### src/rtl/ctrl_decode_pipe.sv
`default_nettype none
//------------------------------------------------------------------------------
// Module     : ctrl_decode_pipe
// Description: MIPS control decode with ID/EX register, load-use and MDU interlocks
// Revision   : 1.0 - initial release
//------------------------------------------------------------------------------
module ctrl_decode_pipe #(
    parameter int ALUOP_W    = 4,
    parameter int LU_BUBBLES = 1,
    parameter int MDU_CYCLES = 32,
    parameter int CNT_W      = 6
) (
    input  logic               clk,
    input  logic               rst,
    input  logic               id_valid,
    input  logic [31:0]        id_instr,
    output logic               id_ready,
    input  logic               flush,
    input  logic               ex_ready,
    output logic               ex_valid,
    output logic [ALUOP_W-1:0] ex_aluop,
    output logic [11:0]        ex_ctrl,
    output logic [4:0]         ex_rd,
    output logic               mdu_busy
);

    localparam logic [5:0] c_OP_RTYPE = 6'h00;
    localparam logic [5:0] c_OP_J     = 6'h02;
    localparam logic [5:0] c_OP_JAL   = 6'h03;
    localparam logic [5:0] c_OP_BEQ   = 6'h04;
    localparam logic [5:0] c_OP_BNE   = 6'h05;
    localparam logic [5:0] c_OP_BLEZ  = 6'h06;
    localparam logic [5:0] c_OP_ADDI  = 6'h08;
    localparam logic [5:0] c_OP_ADDIU = 6'h09;
    localparam logic [5:0] c_OP_SLTI  = 6'h0A;
    localparam logic [5:0] c_OP_ANDI  = 6'h0C;
    localparam logic [5:0] c_OP_ORI   = 6'h0D;
    localparam logic [5:0] c_OP_LW    = 6'h23;
    localparam logic [5:0] c_OP_SH    = 6'h29;
    localparam logic [5:0] c_OP_SW    = 6'h2B;

    localparam logic [5:0] c_FN_SLL     = 6'h00;
    localparam logic [5:0] c_FN_SRL     = 6'h02;
    localparam logic [5:0] c_FN_SRA     = 6'h03;
    localparam logic [5:0] c_FN_SRLV    = 6'h06;
    localparam logic [5:0] c_FN_JR      = 6'h08;
    localparam logic [5:0] c_FN_SYSCALL = 6'h0C;
    localparam logic [5:0] c_FN_MFHI    = 6'h10;
    localparam logic [5:0] c_FN_MFLO    = 6'h12;
    localparam logic [5:0] c_FN_MULT    = 6'h18;
    localparam logic [5:0] c_FN_MULTU   = 6'h19;
    localparam logic [5:0] c_FN_DIV     = 6'h1A;
    localparam logic [5:0] c_FN_DIVU    = 6'h1B;
    localparam logic [5:0] c_FN_ADD     = 6'h20;
    localparam logic [5:0] c_FN_ADDU    = 6'h21;
    localparam logic [5:0] c_FN_SUB     = 6'h22;
    localparam logic [5:0] c_FN_AND     = 6'h24;
    localparam logic [5:0] c_FN_OR      = 6'h25;
    localparam logic [5:0] c_FN_NOR     = 6'h27;
    localparam logic [5:0] c_FN_SLT     = 6'h2A;
    localparam logic [5:0] c_FN_SLTU    = 6'h2B;

    localparam logic [3:0] c_ALU_SLL  = 4'b0000;
    localparam logic [3:0] c_ALU_SRA  = 4'b0001;
    localparam logic [3:0] c_ALU_SRL  = 4'b0010;
    localparam logic [3:0] c_ALU_ADD  = 4'b0101;
    localparam logic [3:0] c_ALU_SUB  = 4'b0110;
    localparam logic [3:0] c_ALU_AND  = 4'b0111;
    localparam logic [3:0] c_ALU_OR   = 4'b1000;
    localparam logic [3:0] c_ALU_NOR  = 4'b1010;
    localparam logic [3:0] c_ALU_SLT  = 4'b1011;
    localparam logic [3:0] c_ALU_SLTU = 4'b1100;

    localparam logic [1:0]       c_LU_BUB   = 2'(LU_BUBBLES);
    localparam logic [CNT_W-1:0] c_MDU_LOAD = CNT_W'(MDU_CYCLES - 1);

    logic [5:0] w_op;
    logic [5:0] w_funct;
    logic [4:0] w_rs;
    logic [4:0] w_rt;
    logic [4:0] w_rdf;

    logic [3:0] w_alu4;
    logic       w_reg_dst, w_reg_we, w_mem_we, w_mem_to_reg, w_alu_src, w_branch;
    logic       w_branch_eq, w_jump, w_jump_reg, w_jal, w_usign, w_shift;
    logic       w_reads_rt;
    logic [4:0] w_dest;

    logic       w_is_muldiv, w_is_mfhilo;
    logic       w_ex_free, w_lu_hazard, w_mdu_hazard, w_hazard, w_accept;
    logic [1:0] w_bub_eff;

    logic                r_ex_valid;
    logic [ALUOP_W-1:0]  r_ex_aluop;
    logic [11:0]         r_ex_ctrl;
    logic [4:0]          r_ex_rd;
    logic [1:0]          r_bub;
    logic [CNT_W-1:0]    r_mdu;

    assign w_op    = id_instr[31:26];
    assign w_rs    = id_instr[25:21];
    assign w_rt    = id_instr[20:16];
    assign w_rdf   = id_instr[15:11];
    assign w_funct = id_instr[5:0];

    always_comb begin
        w_alu4       = c_ALU_ADD;
        w_reg_dst    = 1'b0;
        w_reg_we     = 1'b0;
        w_mem_we     = 1'b0;
        w_mem_to_reg = 1'b0;
        w_alu_src    = 1'b0;
        w_branch     = 1'b0;
        w_branch_eq  = 1'b0;
        w_jump       = 1'b0;
        w_jump_reg   = 1'b0;
        w_jal        = 1'b0;
        w_usign      = 1'b0;
        w_shift      = 1'b0;
        w_reads_rt   = 1'b0;
        // The all-zero word is the canonical NOP, not a real sll
        if (id_instr != 32'h0) begin
            case (w_op)
                c_OP_RTYPE: begin
                    w_reads_rt = 1'b1;
                    w_reg_dst  = 1'b1;
                    w_reg_we   = 1'b1;
                    case (w_funct)
                        c_FN_SLL:  begin w_alu4 = c_ALU_SLL; w_shift = 1'b1; end
                        c_FN_SRA:  begin w_alu4 = c_ALU_SRA; w_shift = 1'b1; end
                        c_FN_SRL,
                        c_FN_SRLV: begin w_alu4 = c_ALU_SRL; w_shift = 1'b1; end
                        c_FN_ADD:  ;
                        c_FN_ADDU: w_usign = 1'b1;
                        c_FN_SUB:  w_alu4 = c_ALU_SUB;
                        c_FN_AND:  w_alu4 = c_ALU_AND;
                        c_FN_OR:   w_alu4 = c_ALU_OR;
                        c_FN_NOR:  w_alu4 = c_ALU_NOR;
                        c_FN_SLT:  w_alu4 = c_ALU_SLT;
                        c_FN_SLTU: w_alu4 = c_ALU_SLTU;
                        c_FN_MFHI,
                        c_FN_MFLO: ;
                        c_FN_JR: begin
                            w_reg_we   = 1'b0;
                            w_jump     = 1'b1;
                            w_jump_reg = 1'b1;
                        end
                        c_FN_SYSCALL, c_FN_MULT, c_FN_MULTU, c_FN_DIV, c_FN_DIVU:
                            w_reg_we = 1'b0;
                        default: begin
                            w_reg_dst = 1'b0;
                            w_reg_we  = 1'b0;
                        end
                    endcase
                end
                c_OP_ADDI:  begin w_reg_we = 1'b1; w_alu_src = 1'b1; end
                c_OP_ADDIU: begin w_reg_we = 1'b1; w_alu_src = 1'b1; w_usign = 1'b1; end
                c_OP_SLTI:  begin w_reg_we = 1'b1; w_alu_src = 1'b1; w_alu4 = c_ALU_SLT; end
                c_OP_ANDI:  begin w_reg_we = 1'b1; w_alu_src = 1'b1; w_alu4 = c_ALU_AND; end
                c_OP_ORI:   begin w_reg_we = 1'b1; w_alu_src = 1'b1; w_alu4 = c_ALU_OR; end
                c_OP_LW: begin
                    w_reg_we     = 1'b1;
                    w_mem_to_reg = 1'b1;
                    w_alu_src    = 1'b1;
                end
                c_OP_SW, c_OP_SH: begin
                    w_mem_we   = 1'b1;
                    w_alu_src  = 1'b1;
                    w_reads_rt = 1'b1;
                end
                c_OP_BEQ: begin
                    w_branch    = 1'b1;
                    w_branch_eq = 1'b1;
                    w_reads_rt  = 1'b1;
                end
                c_OP_BNE: begin
                    w_branch   = 1'b1;
                    w_reads_rt = 1'b1;
                end
                c_OP_BLEZ: begin
                    w_reg_we  = 1'b1;
                    w_alu_src = 1'b1;
                    w_branch  = 1'b1;
                end
                c_OP_J:   begin w_alu_src = 1'b1; w_jump = 1'b1; end
                c_OP_JAL: begin w_reg_we = 1'b1; w_alu_src = 1'b1; w_jump = 1'b1; w_jal = 1'b1; end
                default: ;
            endcase
        end
    end

    assign w_dest = w_jal ? 5'd31 : (w_reg_dst ? w_rdf : w_rt);

    assign w_is_muldiv = (w_op == c_OP_RTYPE) && (w_funct[5:2] == 4'b0110);
    assign w_is_mfhilo = (w_op == c_OP_RTYPE) &&
                         ((w_funct == c_FN_MFHI) || (w_funct == c_FN_MFLO));

    // r_ex_ctrl[8] is mem_to_reg of the instruction currently in EX
    assign w_lu_hazard  = id_valid && r_ex_valid && r_ex_ctrl[8] && (r_ex_rd != 5'd0) &&
                          ((r_ex_rd == w_rs) || (w_reads_rt && (r_ex_rd == w_rt)));
    assign w_mdu_hazard = id_valid && (r_mdu != '0) && (w_is_muldiv || w_is_mfhilo);
    assign w_bub_eff    = (r_bub != 2'd0) ? r_bub : (w_lu_hazard ? c_LU_BUB : 2'd0);
    assign w_hazard     = (r_bub != 2'd0) || w_lu_hazard || w_mdu_hazard;
    assign w_ex_free    = !r_ex_valid || ex_ready;
    assign id_ready     = w_ex_free && !w_hazard;
    assign w_accept     = id_valid && id_ready && !flush;

    always_ff @(posedge clk or posedge rst) begin
        if (rst) begin
            r_ex_valid <= 1'b0;
            r_ex_aluop <= '0;
            r_ex_ctrl  <= '0;
            r_ex_rd    <= '0;
            r_bub      <= 2'd0;
            r_mdu      <= '0;
        end else begin
            // The acceptance cycle counts as the first busy cycle
            if (w_accept && w_is_muldiv) begin
                r_mdu <= c_MDU_LOAD;
            end else if (r_mdu != '0) begin
                r_mdu <= r_mdu - 1'b1;
            end

            if (flush) begin
                r_ex_valid <= 1'b0;
                r_bub      <= 2'd0;
            end else if (w_ex_free) begin
                if (w_bub_eff != 2'd0) begin
                    r_ex_valid <= 1'b0;
                    r_bub      <= w_bub_eff - 2'd1;
                end else if (w_accept) begin
                    r_ex_valid <= 1'b1;
                    r_ex_aluop <= ALUOP_W'(w_alu4);
                    r_ex_ctrl  <= {w_reg_dst, w_reg_we, w_mem_we, w_mem_to_reg, w_alu_src,
                                   w_branch, w_branch_eq, w_jump, w_jump_reg, w_jal,
                                   w_usign, w_shift};
                    r_ex_rd    <= w_dest;
                end else begin
                    r_ex_valid <= 1'b0;
                end
            end
        end
    end

    assign ex_valid = r_ex_valid;
    assign ex_aluop = r_ex_aluop;
    assign ex_ctrl  = r_ex_ctrl;
    assign ex_rd    = r_ex_rd;
    assign mdu_busy = (r_mdu != '0);

endmodule
`default_nettype wire

### config.mk
export PLATFORM = sky130hd
export DESIGN_NAME = ctrl_decode_pipe
export DESIGN_NICKNAME = d
export VERILOG_FILES = /design/src/rtl/ctrl_decode_pipe.sv
export SDC_FILE = /design/constraint.sdc
export NUM_CORES = 1
export LEC_CHECK = 0
export ABC_CLOCK_PERIOD_IN_PS = 2400
export BUFFER_PORTS_ARGS = -buffer_cell sky130_fd_sc_hd__buf_2
export CORE_MARGIN = 2
export CORE_UTILIZATION = 45
export DETAILED_ROUTE_END_ITERATION = 8
export PLACE_DENSITY = 0.76
export SLEW_MARGIN = 25
export SYNTH_ARGS = -nofsm -noshare
export SYNTH_HDL_FRONTEND = slang
export SYNTH_SLANG_ARGS = --single-unit
export TNS_END_PERCENT = 1
### constraint.sdc
create_clock -name clk -period 2.4 [get_ports clk]
set_input_delay 0.24 -clock clk [delete_from_list [all_inputs] [get_ports clk]]
set_output_delay 0.24 -clock clk [all_outputs]
set_load 0.02 [all_outputs]
==> impl_metrics.csv, run 1 <==
group,metric,value,unit
min_path,hold_class,"in -> async",
floorplanning,core_area,4750,um^2
floorplanning,io_pins,61,
power,irDropWorstVdd,0.000573,V
floorplanning,num_rows,25,
clock_tree,root_buffer,"clkbuf_8",
floorplanning,die-area,5570,um^2
placement,preCtsSetupSlack,-0.568,ns
critical_path,worst-setup-path-type,"in -> reg",
sta,rsz0062_at_grt,"true",
sta,worst_pin_slew,0.775,ns
yosys,synthesis.area,2250,um^2
route,viasPerCell,5.58,
route,drtIter0Drc,187,
clock_tree,cts_buffers,5,
yosys,synth_area_leader_cell,"dfrtp_1",
grt,antenna_found_initial,0,
placement,gp_congestion,0.871,
grt,grt_max_degree,31,
cells_and_area,n_fill_cell,392,
yosys,synth_ff_type,"dfrtp_1",
placement,place_inst,412,
floorplanning,fp.dieW,74.7,um
yosys,synthTopCellsByArea,"dfrtp_1, mux2_2, xnor2_1, nor4_1, mux2_4",
route,vias,2361,
yosys,async_flop_share,100,%
power,static-leakage-power,1.47,nW
yosys,synth.distinct_cells,55,
yosys,synth.yosys.warnings,0,
sta,setup_slack,-0.264,ns
cells_and_area,final_cells,423,
sta,fmaxAchievable,0.375,GHz
yosys,synth-seq-cells,30,
clock_tree,cts-htree-levels,2,
critical_path,critPathLaunchType,"primary input",
route,dr.pass1.iters,4,
route,ant_nets,0,
outcome,violations,"negative setup slack",
sta,min_period,2.66,ns
grt,grt_pass1_vias,2175,
yosys,netlist_instances,254,
clock_tree,insertion_delay,0.28,ns
placement,hpwl,4920,um
job,max-cap-violations,0,
cells_and_area,num-nets-final,394,
grt,gr-total-overflow,0,
clock_tree,clock-sinks,30,
clock_tree,max-clock-path-buffers,2,
critical_path,path_max_fanout,15,
outcome,status,"finished with violations",
yosys,syn_nets,293,
route,wl_per_cell,15.2,um
clock_tree,clk_pin_slew_worst_paths,0.07,ns
yosys,yosysSeqAreaShare,33.4,%
placement,io_buffer_count,60,
sta,period_share,111,%
route,drc,0,
yosys,synth.avg_cell_area,8.85,um^2
clock_tree,cts_tree,"done",
grt,grt_util_all_layers,24.2,%
cells_and_area,syn2layout_area_growth,38.0,%
sta,fin_skew,0.00624,ns
grt,grt_pass1_wl,10200,um
sta,finalSetupViolCount,22,
route,drt-total-wl,6450,um
cells_and_area,n_antenna_cell,0,
floorplanning,die_h,74.7,um
yosys,synth_edf_count,0,
floorplanning,initial_utilization,47.3,%
sta,final-hold-violation-count,0,
power,cellPowerDensity,821,nW/um^2
critical_path,worstPathArrival,2.83,ns
critical_path,cp.required,2.57,ns
sta,relSlewSlack,47.9,%
critical_path,cp-end-kind,"flip-flop",
yosys,synth_top_cell_area_share,33.4,%
cells_and_area,drive_gt1_share,42.7,%
sta,maxSlewViolCount,0,
[cell usage after synthesis, drive strengths merged (6+ instances only)]
master	instances
dfrtp	30
inv	16
mux2	16
nor2	15
nand2	14
nor4	13
a21oi	11
nor3	11
xnor2	11
clkbuf	10
o21ai	10
buf	9
nand2b	8
nor2b	6
or3	6
or4	6
[placed cells by master (no fill, tap or decap), types with 6 or more instances in the layout]
| master | instances |
|---|---|
| buf_2 | 60 |
| buf_4 | 52 |
| dfrtp_1 | 30 |
| inv_1 | 16 |
| nor2_1 | 15 |
| nand2_1 | 14 |
| nor4_1 | 12 |
| xnor2_1 | 11 |
| o21ai_0 | 10 |
| nor3_1 | 10 |
| mux2_2 | 10 |
| a21oi_1 | 9 |
| nand2b_1 | 8 |
| nor2b_1 | 6 |
[worst max-delay path, cell delays in order]
cell     delay [ns]
buf_2          0.11
or3_4          0.38
or4_4          0.44
or3_4          0.35
a31o_2         0.24
a21oi_2        0.13
ha_2           0.18
and4b_2        0.26
buf_12         0.16
mux2_2         0.35
[metal layers]
| metal | share of wire, % | vias to the layer above | wire length (um) | GRT usage, % |
|---|---|---|---|---|
| li1 | - | 1140 | - | - |
| met2 | 50 | 93 | 3200 | 42.0 |
| met4 | 1.6 | 0 | 106 | 8.13 |
| met3 | 6.4 | 9 | 411 | 4.55 |
| met5 | 0 | - | 0 | 0 |
| met1 | 42 | 1119 | 2720 | 30.6 |
[where the power goes]
| part | switching (mW) | internal [mW] |
|---|---|---|
| clock network | 0.189 | 0.305 |
| registers | 0.127 | 0.655 |
| logic | 0.626 | 0.643 |
[layout make-up]
type	count	area (um^2)	share of cell area, %
clock buffers	5	68.8	2.22
repair buffers	113	711	22.9
multi-input cells	189	1390	44.7
inverters	16	60.1	1.94
flip-flops and latches	30	751	24.2
clock inverters	3	40.0	1.29
well taps	67	83.8	2.70
[final timing paths]
check                             startpoint    endpoint  slack (ns)  cells past startpoint
worst max register to register      ex_rd[1]  ex_ctrl[4]       -0.10                      8
worst max-delay path            id_instr[27]  ex_ctrl[4]       -0.26                     10
max in group asynchronous                rst    ex_rd[4]        2.11                      3
worst min-delay path                     rst    r_mdu[1]        0.01                      3
worst min register to register    ex_ctrl[1]  ex_ctrl[1]        0.51                      1
min in group clk                       flush    r_bub[1]        0.18                      2
[cell families (layout without fill, tap and decap cells)]
kind of cell | Yosys count | after routing | synth area share (%)
compound gates | 51 | 51 | 16.4
xor+xnor | 14 | 14 | 5.46
fa+ha+maj | 2 | 2 | 1.11
buf+inv | 35 | 137 | 6.57
flops | 30 | 30 | 33.4
mux | 21 | 21 | 11.1
simple gates | 101 | 101 | 25.9
[registers in the layout, summed over array words and instances, names as in the netlist]
name      flops
ex_aluop      4
ex_ctrl      12
ex_valid      1
ex_rd         5
r_bub         2
r_mdu         6
[repair_timing]
item | CTS | global route
buffers inserted | 1 | 2
endpoints found under the setup margin | 22 | 25
hold buffers | 0 | 0
gates resized for setup | 3 | 6
[stage by stage]
step                util, %  hold slack [ns]  power, mW  cell area [um^2]  TNS [ns]
detailed placement     61.7            0.332       2.00              2930    -11.41
floorplan                 -            0.303       1.53              2260    -10.26
global route           65.2           0.0661       2.71              3100     -6.51
finish                 65.2           0.0124       2.54              3100     -4.68
global placement       61.7            0.328       1.95              2930    -10.57
CTS                    64.3           0.0184       2.52              3060     -3.43
Note: power is estimated with default switching activity, not from simulation.
==> run 2, diff against run 1 <==
Settings changed: ABC_CLOCK_PERIOD_IN_PS 2400 to 2600, CELL_PAD_IN_SITES_DETAIL_PLACEMENT set to 0, CELL_PAD_IN_SITES_GLOBAL_PLACEMENT set to 1, CORE_UTILIZATION 45 to 39, PLACE_DENSITY 0.76 to 0.83.
Clock period 2.4 ns to 2.6 ns, I/O delays scaled along.
==> run 2 against run 1 <==
Effect of this change: register-to-register slack gained 0.12 ns; utilization is 11 points lower; die area rose by 15%; largest power group unchanged; clock-buffer cell count increased by 2; the flow still finishes with violations (negative setup slack).
==> impl_metrics.csv, run 2 (same netlist as run 1, synthesis figures left out) <==
group,metric,value,unit
sta,final-hold-violation-count,0,
cells_and_area,final_cell_mix,"buf_2, buf_4, dfrtp_1",
outcome,violations,"negative setup slack",
sta,fin_skew,0.00823,ns
critical_path,cpMaxStageDelayCell,"or4_4",
floorplanning,core_area,5540,um^2
grt,grt_pass1_wl,9780,um
sta,fmaxAchievable,0.367,GHz
route,viasPerCell,5.41,
critical_path,max_stage_delay,0.45,ns
sta,relSlewSlack,68.7,%
critical_path,worst-setup-path-type,"in -> reg",
clock_tree,clock-sinks,30,
clock_tree,insertion_delay,0.28,ns
critical_path,cp_cell_sequence,"buf_2 -> or3_4 -> or4_4 -> or3_4 -> a31o_2 -> a21oi_2 -> ha_2 -> and4b_2 -> buf_6 -> mux2_2",
route,wl_per_cell,15.1,um
critical_path,cpMostUsedCell,"or3_4",
sta,period_share,105,%
placement,io_buffer_count,60,
placement,gp_congestion,0.884,
critical_path,path_max_fanout,8,
route,ant_nets,0,
sta,rsz0062_at_grt,"true",
cells_and_area,final_common_cell,"buf_2",
job,max-cap-violations,0,
power,cellPowerDensity,725,nW/um^2
clock_tree,cts_tree,"done",
cells_and_area,num-nets-final,384,
clock_tree,max-clock-path-buffers,2,
floorplanning,initial_utilization,40.6,%
route,drc,0,
power,irDropWorstVdd,0.000396,V
floorplanning,die_h,79.9,um
route,vias,2255,
cells_and_area,register_area,751,um^2
sta,setup_slack,-0.125,ns
critical_path,cp.required,2.75,ns
placement,preCtsSetupSlack,-0.428,ns
grt,grt_pass1_vias,2083,
grt,grt_util_all_layers,19.9,%
route,drtIter0Drc,159,
critical_path,cp-end-kind,"flip-flop",
grt,grt_max_degree,31,
route,drt-total-wl,6300,um
clock_tree,cts_hold_buf,0,
clock_tree,clk_pin_slew_worst_paths,0.06,ns
sta,whs,0.0489,ns
cells_and_area,n_fill_cell,533,
cells_and_area,n_antenna_cell,0,
floorplanning,die-area,6380,um^2
cells_and_area,largest_reg_flops,12,
min_path,hold_class,"in -> async",
floorplanning,io_pins,61,
clock_tree,cts_buffers,5,
critical_path,critPathLaunchType,"primary input",
cells_and_area,multi_input_area,1380,um^2
floorplanning,fp.dieW,79.9,um
route,dr.pass1.iters,5,
sta,finalSetupViolCount,21,
power,static-leakage-power,1.40,nW
placement,hpwl,4810,um
cells_and_area,drive_gt1_share,39.7,%
grt,gr-total-overflow,0,
critical_path,worstPathArrival,2.88,ns
floorplanning,num_rows,27,
outcome,status,"finished with violations",
grt,antenna_found_initial,0,
sta,maxSlewViolCount,0,
cells_and_area,syn2layout_area_growth,32.7,%
sta,worst_pin_slew,0.465,ns
sta,min_period,2.72,ns
clock_tree,root_buffer,"clkbuf_8",
clock_tree,cts-htree-levels,2,
==> run 2: changes by cell type in the layout (fill, tap and decap cells not counted), sizes merged <==
cell,delta
clkinv,-2
buf,-10
clkbuf,+2
bufinv,-1
==> run 2: per-stage QoR <==
stage               instances  instance area, um^2  util, %  power [mW]  setup TNS (ns)
CTS                       417                 2970     53.7        2.16          -0.750
global route              417                 2980     53.8        2.30           -2.70
detailed placement        408                 2860     51.6        1.79           -8.44
finish                    417                 2980     53.8        2.16           -1.74
global placement          408                 2860     51.6        1.76           -6.38
floorplan                 254                 2260        -        1.42           -6.24
==> run 2: path summary, 6_finish.rpt <==
kind / startpoint / endpoint / slack [ns] / depth (start not counted)
worst max-delay path: id_instr[27] / ex_ctrl[2] / -0.12 / 10
worst min-delay path: rst / ex_ctrl[4] / 0.05 / 3
max in group asynchronous: rst / ex_ctrl[11] / 2.26 / 3
min in group clk: flush / ex_valid / 0.21 / 2
worst min register to register: r_mdu[2] / r_mdu[2] / 0.50 / 1
worst max register to register: ex_rd[1] / ex_ctrl[2] / 0.02 / 7
==> run 2: critical path: cells and delay by family <==
kind / cells / cell delay (ns)
buffers and inverters: 2 / 0.28
AOI/OAI and AO/OA: 2 / 0.34
muxes: 1 / 0.33
and+or+nand+nor: 4 / 1.47
adders and majority gates: 1 / 0.19
==> run 2: metal layers <==
metal	track usage (%)	wire length [um]	vias to the layer above
li1	-	-	1120
met5	0	0	-
met1	26.4	2850	1049
met2	33.0	2990	80
met4	4.75	68	0
met3	4.07	398	6
==> run 2: repair_timing <==
action	4_1_cts	5_1_grt
cloned	1	0
setup endpoints to repair	20	22
pin swaps	1	0
resized for setup	8	2
buffers inserted	1	0
==> run 2: layout make-up <==
class                   instances  share of cell area [%]
flip-flops and latches         30                    25.2
inverters                      16                    2.01
well taps                      72                    3.02
clock buffers                   7                    2.56
repair buffers                103                    21.1
multi-input cells             189                    46.1
==> run 2: report_power, final <==
group / total [mW] / switching (mW) / internal [mW]
Sequential: 0.727 / 0.122 / 0.605
Clock: 0.340 / 0.157 / 0.184
Combinational: 1.10 / 0.547 / 0.549
==> run 3, diff against run 2 <==
Settings changed: ABC_CLOCK_PERIOD_IN_PS 2600 to 3400, CORE_UTILIZATION 39 to 42, PLACE_DENSITY 0.83 to 0.88.
Clock period 2.6 ns to 3.4 ns, I/O delays scaled along.
==> run 3 against run 2 <==
Effect of this change: the run now ends clean; first-iteration DRC count decreased by 6.9%; routed wire length is 4.8% lower; total power fell by 27%; clock power fell by 12%; flip-flop and latch count stayed put; non-clock buffer count decreased by 32; global-route usage is 0.84 points higher; combinational power down 35%; sequential power down 21%; critical path depth unchanged; die area down 6.8%; largest cell class unchanged; highest routed layer unchanged.
==> impl_metrics.csv, run 3 (same netlist as run 1, synthesis figures left out) <==
group,metric,value,unit
min_path,hold_class,"in -> async",
clock_tree,post_cts_resized,0,
floorplanning,initial_utilization,43.7,%
sta,relSlewSlack,34.2,%
critical_path,worst-setup-path-type,"in -> reg",
sta,maxSlewViolCount,0,
floorplanning,num_rows,26,
grt,antenna_found_initial,0,
job,max-cap-violations,0,
clock_tree,max-clock-path-buffers,2,
route,drc,0,
grt,gr-total-overflow,0,
grt,grt_util_all_layers,20.7,%
grt,grt_pass1_vias,1967,
sta,min_period,2.90,ns
route,ant_nets,0,
placement,io_buffer_count,60,
cells_and_area,drive_gt1_share,32.5,%
sta,worst_pin_slew,0.978,ns
clock_tree,cts_buffers,5,
sta,fmaxAchievable,0.345,GHz
route,dr.pass1.iters,4,
outcome,status,"finished clean",
clock_tree,cts_hold_buf,0,
cells_and_area,final_common_cell,"buf_2",
cells_and_area,n_antenna_cell,0,
cells_and_area,num-nets-final,352,
clock_tree,clk_pin_slew_worst_paths,0.07,ns
critical_path,cp.required,3.57,ns
sta,finalSetupViolCount,0,
cells_and_area,n_fill_cell,524,
grt,grt_pass1_wl,9720,um
power,static-leakage-power,1.25,nW
cells_and_area,largest_reg_flops,12,
route,drtIter0Drc,148,
floorplanning,die-area,5950,um^2
sta,setup-tns-final,0,ns
cells_and_area,multi_input_area,1350,um^2
floorplanning,core_area,5140,um^2
sta,fin_skew,0.00421,ns
clock_tree,cts_tree,"done",
critical_path,path_max_fanout,13,
floorplanning,die_h,77.1,um
power,irDropWorstVdd,0.000364,V
route,wl_per_cell,15.6,um
clock_tree,clock-sinks,30,
grt,grt_max_degree,31,
placement,hpwl,4610,um
route,drt-total-wl,6000,um
cells_and_area,syn2layout_area_growth,21.3,%
power,cellPowerDensity,582,nW/um^2
placement,gp_congestion,0.887,
critical_path,cp_cell_sequence,"buf_2 -> or3_4 -> or4_1 -> or3_1 -> a31o_2 -> a21oi_1 -> ha_1 -> and4b_1 -> buf_4 -> mux2_2",
clock_tree,cts_setup_buffers,0,
clock_tree,insertion_delay,0.28,ns
floorplanning,io_pins,61,
critical_path,worstPathArrival,3.07,ns
clock_tree,root_buffer,"clkbuf_8",
clock_tree,cts-htree-levels,2,
cells_and_area,final_cell_mix,"buf_2, dfrtp_1, inv_1, nor2_1, nand2_1",
sta,whs,0.128,ns
route,viasPerCell,5.66,
critical_path,cp-end-kind,"flip-flop",
route,vias,2174,
critical_path,cpMaxStageDelayCell,"or4_1",
sta,final-hold-violation-count,0,
floorplanning,fp.dieW,77.1,um
critical_path,critPathLaunchType,"primary input",
critical_path,max_stage_delay,0.47,ns
sta,period_share,85.3,%
sta,rsz0062_at_grt,"false",
cells_and_area,register_area,751,um^2
[run 3: changes by cell type in the layout (fill, tap and decap cells not counted), sizes merged]
cell and delta:
buf -32, clkbuf -1, clkinv +1, clkinvlp +1
[run 3: worst paths after layout]
path	cells past startpoint	start	endpoint	slack (ns)
worst max-delay path	10	id_instr[30]	ex_ctrl[9]	0.50
worst max register to register	7	ex_rd[1]	ex_ctrl[9]	0.72
worst min-delay path	2	rst	r_mdu[2]	0.13
max in group asynchronous	2	rst	ex_rd[0]	2.85
worst min register to register	1	ex_aluop[3]	ex_aluop[3]	0.51
min in group clk	2	flush	ex_valid	0.28
[run 3: metal layers]
| metal | share of wire [%] | vias up | global-route usage (%) |
|---|---|---|---|
| met5 | 0 | - | 0 |
| met4 | 2.4 | 0 | 8.57 |
| met3 | 6.4 | 15 | 4.94 |
| met2 | 46 | 75 | 32.8 |
| met1 | 45 | 1024 | 27.0 |
| li1 | - | 1060 | - |
[run 3: where the power goes]
part / internal [mW] / total [mW] / switching, mW
clock network: 0.162 / 0.298 / 0.136
logic: 0.341 / 0.713 / 0.372
registers: 0.462 / 0.573 / 0.111
total: 0.966 / 1.58 / 0.619
[run 3: per-stage QoR]
step	util (%)	power, mW	area [um^2]	setup slack (ns)	std cells
after floorplan	-	1.08	2250	0.325	254
after global placement	51.2	1.27	2630	0.310	376
after detailed placement	51.2	1.29	2630	0.192	376
after CTS	53.0	1.60	2730	0.506	384
after global routing	53.0	1.70	2730	0.373	384
final	53.0	1.58	2730	0.500	384
[run 3: layout make-up]
class | instances | share of cell area, %
clock buffer | 6 | 3.03
tap | 70 | 3.21
clock inverter | 2 | 0.459
inverter | 16 | 2.20
sequential | 30 | 27.5
multi-input combinational | 189 | 49.5
timing repair buffer | 71 | 14.0
[run 3: critical path: cells and delay by family]
family                   cells  cell delay (ns)
buffers and inverters        2             0.35
adder cells (fa/ha/maj)      1             0.21
multiplexers                 1             0.36
AO/OA/AOI/OAI                2             0.35
AND/OR/NAND/NOR              4             1.44
